<file path="src/rtl/flash_raid_mirror_n.sv">
// N-way RAID-1 SPI flash mirror: oversamples the host SPI port, re-drives it to every
// active flash channel, votes read data per bit and retires channels that keep dissenting.
module flash_raid_mirror_n #(
  parameter int NUM_FLASH   = 2,
  parameter int SYNC_STAGES = 2,
  parameter int ERR_W       = 4,
  parameter int FAIL_THRESH = 3,
  localparam int PRIM_W     = (NUM_FLASH > 2) ? $clog2(NUM_FLASH) : 1
) (
  input  logic                       clk,
  input  logic                       rst,
  input  logic                       host_sck,
  input  logic                       host_cs_n,
  input  logic                       host_mosi,
  output logic                       host_miso,
  output logic [NUM_FLASH-1:0]       flash_sck,
  output logic [NUM_FLASH-1:0]       flash_cs_n,
  output logic [NUM_FLASH-1:0]       flash_mosi,
  input  logic [NUM_FLASH-1:0]       flash_miso,
  input  logic [NUM_FLASH-1:0]       cfg_chan_en,
  input  logic [PRIM_W-1:0]          cfg_primary,
  input  logic                       cfg_clear_err,
  output logic [NUM_FLASH-1:0]       stat_active,
  output logic [NUM_FLASH-1:0]       stat_failed,
  output logic [PRIM_W-1:0]          stat_primary,
  output logic                       stat_tie_err,
  output logic [NUM_FLASH*ERR_W-1:0] stat_err_cnt,
  output logic                       stat_busy,
  output logic [1:0]                 dbg_state
);

  localparam int CW = $clog2(NUM_FLASH + 1);

  typedef enum logic [1:0] {
    ST_IDLE   = 2'd0,
    ST_ACTIVE = 2'd1,
    ST_CLOSE  = 2'd2
  } state_t;

  state_t state;

  logic [SYNC_STAGES-1:0] sck_sy, cs_sy, mosi_sy;
  logic sck_s, cs_s, mosi_s;
  logic sck_q, cs_q;
  logic sck_rise, cs_fall, cs_rise;

  logic [15:0]          bit_cnt;
  logic [7:0]           opcode;
  logic                 cmp_pend;
  logic                 clr_pend;
  logic [NUM_FLASH-1:0] mism;

  logic [NUM_FLASH-1:0] act_new;
  logic                 in_window;
  logic [CW-1:0]        n_act, n_one, n_zero;
  logic                 maj_one, maj_zero, multi_act;
  logic [NUM_FLASH-1:0] dissent;
  logic                 clr_now;
  logic [NUM_FLASH*ERR_W-1:0] err_nx;
  logic [NUM_FLASH-1:0] fail_nx;
  logic [NUM_FLASH-1:0] fail_use;
  logic [PRIM_W-1:0]    prim_nx;

  assign dbg_state = state;

  // Synchroniser chains reset to the idle bus levels so no edge is seen out of reset.
  always_ff @(posedge clk or posedge rst) begin
    if (rst) begin
      sck_sy  <= '0;
      cs_sy   <= '1;
      mosi_sy <= '0;
      sck_q   <= 1'b0;
      cs_q    <= 1'b1;
    end else begin
      sck_sy[0]  <= host_sck;
      cs_sy[0]   <= host_cs_n;
      mosi_sy[0] <= host_mosi;
      for (int i = 1; i < SYNC_STAGES; i++) begin
        sck_sy[i]  <= sck_sy[i-1];
        cs_sy[i]   <= cs_sy[i-1];
        mosi_sy[i] <= mosi_sy[i-1];
      end
      sck_q <= sck_s;
      cs_q  <= cs_s;
    end
  end

  assign sck_s    = sck_sy[SYNC_STAGES-1];
  assign cs_s     = cs_sy[SYNC_STAGES-1];
  assign mosi_s   = mosi_sy[SYNC_STAGES-1];
  assign sck_rise = sck_s & ~sck_q;
  assign cs_fall  = ~cs_s & cs_q;
  assign cs_rise  = cs_s & ~cs_q;

  assign act_new   = cfg_chan_en & ~stat_failed;
  assign in_window = ((opcode == 8'h03) && (bit_cnt >= 16'd32)) ||
                     ((opcode == 8'h0B) && (bit_cnt >= 16'd40));

  always_comb begin
    host_miso = 1'b0;
    for (int i = 0; i < NUM_FLASH; i++) begin
      if (PRIM_W'(i) == stat_primary) host_miso = flash_miso[i];
    end
  end

  // Majority vote over the active channels; a dissenter is any active channel not matching it.
  always_comb begin
    n_act = '0;
    n_one = '0;
    for (int i = 0; i < NUM_FLASH; i++) begin
      n_act = n_act + {{(CW-1){1'b0}}, stat_active[i]};
      n_one = n_one + {{(CW-1){1'b0}}, stat_active[i] & flash_miso[i]};
    end
    n_zero    = n_act - n_one;
    maj_one   = {n_one, 1'b0} > {1'b0, n_act};
    maj_zero  = {n_zero, 1'b0} > {1'b0, n_act};
    multi_act = n_act > CW'(1);
    dissent   = stat_active & (flash_miso ^ {NUM_FLASH{maj_one}});
  end

  assign clr_now = clr_pend | cfg_clear_err;

  always_comb begin
    logic [ERR_W-1:0] c;
    c       = '0;
    err_nx  = stat_err_cnt;
    fail_nx = stat_failed;
    for (int i = 0; i < NUM_FLASH; i++) begin
      c = stat_err_cnt[i*ERR_W +: ERR_W];
      if (mism[i] && (c != {ERR_W{1'b1}})) c = c + 1'b1;
      err_nx[i*ERR_W +: ERR_W] = c;
      if (c >= ERR_W'(FAIL_THRESH)) fail_nx[i] = 1'b1;
    end
    if (clr_now) begin
      err_nx  = '0;
      fail_nx = '0;
    end
  end

  // Requested primary if usable, else lowest usable channel, else keep the current one.
  always_comb begin
    fail_use = (state == ST_CLOSE) ? fail_nx : stat_failed;
    prim_nx  = stat_primary;
    for (int i = NUM_FLASH - 1; i >= 0; i--) begin
      if (cfg_chan_en[i] && !fail_use[i]) prim_nx = PRIM_W'(i);
    end
    for (int i = 0; i < NUM_FLASH; i++) begin
      if ((PRIM_W'(i) == cfg_primary) && cfg_chan_en[i] && !fail_use[i]) prim_nx = cfg_primary;
    end
  end

  always_ff @(posedge clk or posedge rst) begin
    if (rst) begin
      state        <= ST_IDLE;
      flash_cs_n   <= '1;
      flash_sck    <= '0;
      flash_mosi   <= '0;
      stat_active  <= '0;
      stat_failed  <= '0;
      stat_err_cnt <= '0;
      stat_tie_err <= 1'b0;
      stat_busy    <= 1'b0;
      stat_primary <= '0;
      bit_cnt      <= '0;
      opcode       <= '0;
      cmp_pend     <= 1'b0;
      clr_pend     <= 1'b0;
      mism         <= '0;
    end else begin
      cmp_pend <= 1'b0;
      case (state)
        ST_IDLE: begin
          flash_cs_n   <= '1;
          flash_sck    <= '0;
          flash_mosi   <= '0;
          stat_primary <= prim_nx;
          if (cfg_clear_err) begin
            stat_err_cnt <= '0;
            stat_failed  <= '0;
            stat_tie_err <= 1'b0;
          end
          if (cs_fall) begin
            stat_active <= act_new;
            if (act_new != '0) begin
              flash_cs_n <= ~act_new;
              flash_sck  <= act_new & {NUM_FLASH{sck_s}};
              flash_mosi <= act_new & {NUM_FLASH{mosi_s}};
              stat_busy  <= 1'b1;
              state      <= ST_ACTIVE;
            end
          end
        end
        ST_ACTIVE: begin
          flash_cs_n <= ~stat_active;
          flash_sck  <= stat_active & {NUM_FLASH{sck_s}};
          flash_mosi <= stat_active & {NUM_FLASH{mosi_s}};
          if (cfg_clear_err) clr_pend <= 1'b1;
          if (sck_rise) begin
            if (bit_cnt != 16'hFFFF) bit_cnt <= bit_cnt + 16'd1;
            if (bit_cnt < 16'd8) opcode <= {opcode[6:0], mosi_s};
            cmp_pend <= in_window;
          end
          // cmp_pend lands in the cycle the flash pins see their sck rise.
          if (cmp_pend && multi_act) begin
            if (maj_one || maj_zero) mism <= mism | dissent;
            else                     stat_tie_err <= 1'b1;
          end
          if (cs_rise) begin
            flash_cs_n <= '1;
            flash_sck  <= '0;
            flash_mosi <= '0;
            state      <= ST_CLOSE;
          end
        end
        ST_CLOSE: begin
          flash_cs_n   <= '1;
          flash_sck    <= '0;
          flash_mosi   <= '0;
          stat_err_cnt <= err_nx;
          stat_failed  <= fail_nx;
          if (clr_now) stat_tie_err <= 1'b0;
          stat_primary <= prim_nx;
          mism         <= '0;
          bit_cnt      <= '0;
          opcode       <= '0;
          clr_pend     <= 1'b0;
          stat_busy    <= 1'b0;
          state        <= ST_IDLE;
        end
        default: state <= ST_IDLE;
      endcase
    end
  end

endmodule

</file>
<file path="config.mk">
export PLATFORM = sky130hd
export DESIGN_NAME = flash_raid_mirror_n
export DESIGN_NICKNAME = d
export VERILOG_FILES = /design/src/rtl/flash_raid_mirror_n.sv
export SDC_FILE = /design/constraint.sdc
export NUM_CORES = 1
export LEC_CHECK = 0
export ABC_CLOCK_PERIOD_IN_PS = 6100
export CORE_ASPECT_RATIO = 0.7
export CORE_MARGIN = 1.5
export CORE_UTILIZATION = 25
export DETAILED_ROUTE_END_ITERATION = 8
export PLACE_DENSITY = 0.42
export REMOVE_ABC_BUFFERS = 1
export SETUP_SLACK_MARGIN = 0.05
export SYNTH_ARGS = -nofsm -noshare
export SYNTH_HDL_FRONTEND = slang
export SYNTH_SLANG_ARGS = --single-unit
</file>
<file path="constraint.sdc">
create_clock -name clk -period 6.1 [get_ports clk]
set_input_delay 0.915 -clock clk [delete_from_list [all_inputs] [get_ports clk]]
set_output_delay 0.915 -clock clk [all_outputs]
set_load 0.03 [all_outputs]
</file>
==> flow_summary_export.csv, run 1 <==
group,metric,value,unit
status,status,"finished clean",
synthesis,synth.distinct_cells,53,
timing,relSlewSlack,37.7,%
setup_path,cp_max_fo,3,
layout,area.sequential,1480,sq um
setup_path,cp.required,5.18,ns
die,die_h,98.2,um
cts,cts_tree,"done",
cts,htree_levels,3,
synthesis,yosys.area_share.simple,21.1,%
timing,rsz0062_at_grt,"false",
synthesis,yosys.area_share.xor_xnor,2.71,%
synthesis,synth_area_leaders,"dfrtp_1 42%, ha_1 4.6%, a21oi_1 4.2%",
cts,clockRootBuffer,"clkbuf_16",
cts,path_clk_slew,0.05,ns
setup_path,endpoint_kind,"output pin",
global_routing,antenna_found_initial,0,
route,ant_nets,0,
setup_path,cp_top_family,"buffers and inverters",
global_routing,grt_overflow,0,
cts,cts_hold_buf,0,
synthesis,async_flop_share,100,%
timing,setup_viol,0,
layout,drive_gt1_share,9.71,%
min_path,holdCritPathClass,"reg2reg",
timing,finalSetupTns,0,ns
layout,regMostFlops,"bit_cnt",
placement,port_buffers,34,
cts,clock_latency,0.33,ns
die,row_count,34,
setup_path,cpMaxStageDelayCell,"clkdlybuf4s50_1",
setup_path,path_cells,"clkdlybuf4s50_1 > mux2_2 > clkdlybuf4s50_1",
setup_path,worst_setup_path_start_kind,"primary input",
synthesis,synth_area_leader_cell,"dfrtp_1",
synthesis,synth_compound_area_share,18.9,%
setup_path,path_class,"in2out",
synthesis,syn-mean-instance-area,9.54,sq um
cts,cts-resized-gates,0,
synthesis,ys_seq_area_share,45.8,%
placement,place_hpwl,5810,um
timing,fmax,317,MHz
route,drt-initial-drc-count,143,
setup_path,arrival,2.24,ns
timing,period_share,51.7,%
power_and_ir_drop,leakagePower,1.66,nW
synthesis,synth_top_area_share,41.8,%
route,dr_total_vias,2633,
layout,multi_input_area,1630,sq um
layout,layout.cells.non_filler,543,
power_and_ir_drop,power_density,408,nW/um^2
setup_path,cpMostUsedCell,"clkdlybuf4s50_1",
job,cap_violations,0,
cts,cts_buffer_depth,2,
global_routing,grt_pass1_vias,2616,
route,first_pass_iters,4,
global_routing,grt_max_degree,60,
global_routing,grt_pass1_wl,14000,um
die,die_area,13600,sq um
synthesis,synth_seq_cells,59,
cts,numCtsBuffers,9,
synthesis,synth_adder_area_share,5.26,%
cts,post_cts_buffers,0,
synthesis,ys.flop_type,"dfrtp_1",
cts,cts_sinks,59,
synthesis,muxShareOfSynthArea,2.28,%
die,ios,35,
placement,dp.cells,527,
layout,syn2layout_area_growth,25.5,%
placement,place_congestion,0.767,
die,die_w,139,um
synthesis,yosys_warnings,0,
route,drt_wl_total,8200,um
global_routing,grt_use_total,13.2,%
timing,tightestPinTransition,0.909,ns
route,avgRoutedWirePerCell,15.1,um
power_and_ir_drop,ir_drop,272,uV
synthesis,synth_top_family_by_area,"simple AND/OR/NAND/NOR gates",
die,start_util,25.9,%
timing,slew_viol_final,0,
layout,final_nets,400,
layout,filler_cell_count,1329,
synthesis,synth_edf_count,0,
layout,largestRegisters,"bit_cnt: 16 flops, opcode: 8 flops, stat_err_cnt: 8 flops",
route,drcViolationCount,0,
die,core,12500,sq um
layout,n_antenna_cell,0,
route,via_per_inst,4.85,
layout,largest_reg_flops,16,
synthesis,syn_area,3240,sq um
timing,period_needed,3.16,ns
timing,hold_viol_final,0,
setup_path,slowest_delay,0.66,ns
setup_path,critPathBufInv,2,
synthesis,synth_cells,339,
timing,fin_skew,0.00729,ns
layer usage:
metal | wire length (um) | part of all wire, % | global-route usage (%) | vias to the layer above
li1 | - | - | - | 1300
met1 | 4630 | 57 | 20.3 | 1286
met2 | 3210 | 39 | 17.2 | 36
met3 | 223 | 2.7 | 3.48 | 11
met4 | 129 | 1.6 | 4.97 | 0
met5 | 0 | 0 | 0 | -
through the flow:
step	setup WS, ns	hold WS, ns	total power (W)	util, %	cell area, sq um
2_1_floorplan	3.27	0.331	0.000941	-	3190
6_report	2.94	0.347	0.00166	32.5	4060
3_5_place_dp	2.65	0.336	0.00114	30.0	3750
5_1_grt	2.80	0.356	0.00178	32.5	4060
3_3_place_gp	2.71	0.333	0.00114	30.0	3750
4_1_cts	2.94	0.348	0.00168	32.5	4060
cell usage in the layout, fill, tap and decap left out, types with 5 or more instances in the layout:
cell type,netlist,final
nor2_1,26,26
nand2b_1,9,9
nand4_1,7,7
nor2b_1,9,9
xnor2_1,6,6
nand3_1,10,10
nand2_1,32,32
ha_1,12,12
clkbuf_16,0,9
clkdlybuf4s50_1,0,34
a21oi_1,27,27
o21ai_0,19,19
o21a_1,5,5
dfrtp_1,54,54
a22o_1,12,12
or3_1,5,5
inv_1,20,19
dfstp_2,5,5
logic make-up after synthesis:
logic type               count (synthesis)
AND/OR/NAND/NOR                        127
AO/OA/AOI/OAI                           92
flip-flops                              59
buffers and inverters                   31
adder cells (fa/ha/maj)                 13
XOR/XNOR                                10
multiplexers                             7
worst register-to-register path, delay by kind of cell (launching register included):
kind            cells  cell delay [ns]
compound gates      2             0.60
fa+ha+maj           1             0.54
buf+inv             2             0.54
flops               1             0.41
simple gates        1             0.50
synthesized netlist by cell type, types with 5 or more instances:
master / n
inv_1: 20
o21a_1: 5
o21ai_0: 19
nor2_1: 26
dfrtp_1: 54
or3_1: 5
ha_1: 12
a22o_1: 12
nand2_1: 32
dfstp_2: 5
nand2b_1: 9
clkbuf_1: 7
a21oi_1: 27
nor4_1: 5
nand3_1: 10
nand4_1: 7
xnor2_1: 6
nor2b_1: 9
area by class of cell:
cell class                 instances  area share [%]
sequential                        59            36.5
clock buffer                      14            6.75
multi-input combinational        249            40.2
timing repair buffer              36            8.75
inverter                          21            1.94
tap                              162            4.99
clock inverter                     2           0.863
path summary, 6_finish.rpt:
kind	start	to	slack [ns]	cells past startpoint
worst max-delay path	flash_miso[0]	host_miso	2.94	3
worst min-delay path	mosi_sy[0]$_DFF_PP0_	mosi_sy[1]$_DFF_PP0_	0.35	0
worst max register to register	dbg_state[0]$_DFFE_PP0P_	opcode[3]$_DFFE_PP0P_	3.40	6
worst min register to register	mosi_sy[0]$_DFF_PP0_	mosi_sy[1]$_DFF_PP0_	0.35	0
max in group asynchronous	rst	sck_sy[1]$_DFF_PP0_	4.44	3
min in group asynchronous	rst	stat_err_cnt[0]$_DFFE_PP0P_	1.11	3
where the power goes:
part,internal (W),switching (W),total (W)
Clock,0.000349,0.000175,0.000524
Combinational,0.000231,0.000342,0.000574
Sequential,0.000466,0.0000960,0.000562
Total,0.00105,0.000613,0.00166
Note: power is estimated with default switching activity, not from simulation.
==> run 2: changes to the inputs <==
- ABC_CLOCK_PERIOD_IN_PS: 6100 -> 2900
- PLACE_DENSITY: 0.42 -> 0.43
- clock period: 6.1 -> 2.9 ns (I/O delays scaled with it)
==> run 2 against run 1 <==
Clock-buffer cell count shrank 4. Critical path type is now in2reg. Combinational power grew 120%. Sequential share of layout area shrank 0.87 points. First-iteration DRC count shrank 8.4%. Non-clock buffer count grew 9. Largest power group unchanged. Via count grew 2.5%. Final cell count grew 1.7%. Utilization grew 0.79 points. Die area is the same. Critical path depth grew 9. Register-to-register slack lost 3.0 ns. Sequential power grew 110%.
==> flow_summary_export.csv, run 2 (synthesized netlist as in run 1, its figures left out) <==
group,metric,value,unit
status,status,"finished clean",
timing,holdWs,0.347,ns
setup_path,cp-startpoint,"flash_miso[1]",
cts,clockRootBuffer,"clkbuf_16",
layout,regMostFlops,"bit_cnt",
placement,place_congestion,0.791,
die,die_area,13600,sq um
timing,hold_viol_final,0,
timing,fmax,390,MHz
layout,area.sequential,1480,sq um
route,avgRoutedWirePerCell,15.1,um
timing,fin_skew,0.00536,ns
placement,place_hpwl,6080,um
route,via_per_inst,4.89,
die,row_count,34,
layout,final_cell_mix,"54 x dfrtp_1, 34 x clkdlybuf4s50_1, 32 x nand2_1",
die,start_util,25.9,%
cts,clock_latency,0.33,ns
setup_path,arrival,2.83,ns
timing,rsz0062_at_grt,"false",
cts,post_cts_buffers,0,
setup_path,rrSetupSlack,0.37,ns
setup_path,cp.required,3.17,ns
min_path,holdCritPathClass,"reg2reg",
cts,cts_buffer_depth,2,
layout,multi_input_area,1630,sq um
min_path,min_to,"mosi_sy[1]$_DFF_PP0_",
cts,cts_tree,"done",
layout,layout_commonest_cell,"dfrtp_1",
layout,syn2layout_area_growth,28.6,%
min_path,hold_depth,0,
cts,numCtsBuffers,9,
global_routing,grt_max_degree,36,
setup_path,endpoint_kind,"flip-flop",
cts,path_clk_slew,0.05,ns
timing,slew_viol_final,0,
timing,setup_viol,0,
placement,placed_area,3830,sq um
global_routing,grt_pass1_wl,13700,um
job,cap_violations,0,
route,first_pass_iters,4,
global_routing,antenna_found_initial,0,
timing,tightestPinTransition,0.754,ns
layout,final_nets,409,
power_and_ir_drop,leakagePower,1.71,nW
route,dr_total_vias,2700,
die,die_w,139,um
timing,period_needed,2.56,ns
global_routing,grt_pass1_vias,2616,
layout,drive_gt1_share,12.3,%
route,drt-initial-drc-count,131,
layout,filler_cell_count,1315,
cts,cts_hold_buf,0,
cts,htree_levels,3,
layout,largest_reg_flops,16,
die,ios,35,
route,drt_wl_total,8340,um
layout,n_antenna_cell,0,
timing,finalSetupTns,0,ns
cts,cts-resized-gates,0,
power_and_ir_drop,ir_drop,407,uV
setup_path,worst_setup_path_start_kind,"primary input",
placement,port_buffers,34,
layout,stdcell_area,4160,sq um
route,ant_nets,0,
setup_path,r2r_cells,11,
setup_path,rr_endpoint,"mism[1]$_DFFE_PP0P_",
layout,largestRegisters,"bit_cnt: 16 flops, opcode: 8 flops, stat_err_cnt: 8 flops",
global_routing,grt_overflow,0,
die,die_h,98.2,um
min_path,min_from,"mosi_sy[0]$_DFF_PP0_",
timing,period_share,88.4,%
timing,relSlewSlack,49.5,%
cts,cts_sinks,59,
route,drcViolationCount,0,
setup_path,path_class,"in2reg",
global_routing,grt_use_total,12.9,%
die,core,12500,sq um
power_and_ir_drop,power_density,867,nW/um^2
setup_path,cp_max_fo,3,
setup_path,r2r_start,"stat_active[1]$_DFFE_PP0P_",
## run 2: how the worst max path moves through the flow
| stage | slack (ns) | cells after the start | to |
|---|---|---|---|
| detailed placement | 0.007 | 12 | mism[1]$_DFFE_PP0P_ |
| floorplan | 0.07 | 6 | stat_err_cnt[1]$_DFFE_PP0P_ |
| finish | 0.34 | 12 | mism[1]$_DFFE_PP0P_ |
| global placement | 0.08 | 12 | mism[1]$_DFFE_PP0P_ |
| CTS | 0.34 | 12 | mism[1]$_DFFE_PP0P_ |
| global route | 0.20 | 12 | mism[1]$_DFFE_PP0P_ |
## run 2: area by class of cell
type,count,area share (%)
multi-input cells,249,39.2
flip-flops and latches,59,35.6
repair buffers,45,10.5
clock buffers,10,5.74
well taps,162,4.87
clock inverters,6,2.14
inverters,21,1.89
## run 2: per-stage QoR
stage	setup WS, ns	power, W	std cells	util (%)
floorplan	0.0651	0.00198	329	-
global placement	0.0798	0.00244	536	30.6
detailed placement	0.00748	0.00246	536	30.6
CTS	0.337	0.00366	552	33.3
global route	0.196	0.00384	552	33.3
finish	0.336	0.00361	552	33.3
## run 2: per-layer routing
metal | track usage [%] | vias to the layer above | share of wire (%)
met3 | 3.29 | 8 | 3.4
met4 | 5.05 | 0 | 1.5
met2 | 17.7 | 36 | 40
li1 | - | 1312 | -
met5 | 0 | - | 0
met1 | 19.1 | 1344 | 55
## run 2: critical path, stage by stage
cell and delay, ns:
clkdlybuf4s50_1 0.48, nand2_1 0.09, inv_1 0.08, ha_1 0.23, ha_1 0.28, inv_1 0.04, ha_1 0.26, nor2b_1 0.13
o221ai_1 0.21, a41oi_1 0.20, nor3b_1 0.27, o21a_1 0.14
## run 2: power by group
| part | switching [W] | total (W) | internal (W) |
|---|---|---|---|
| Sequential | 0.000195 | 0.00117 | 0.000979 |
| Clock | 0.000385 | 0.00116 | 0.000774 |
| Combinational | 0.000739 | 0.00127 | 0.000535 |
| Total | 0.00132 | 0.00361 | 0.00229 |
==> run 3: changes to the inputs <==
- TNS_END_PERCENT: default -> 10
==> results of run 3 <==
The final DEF is identical to that of run 2; final timing and power are the same.
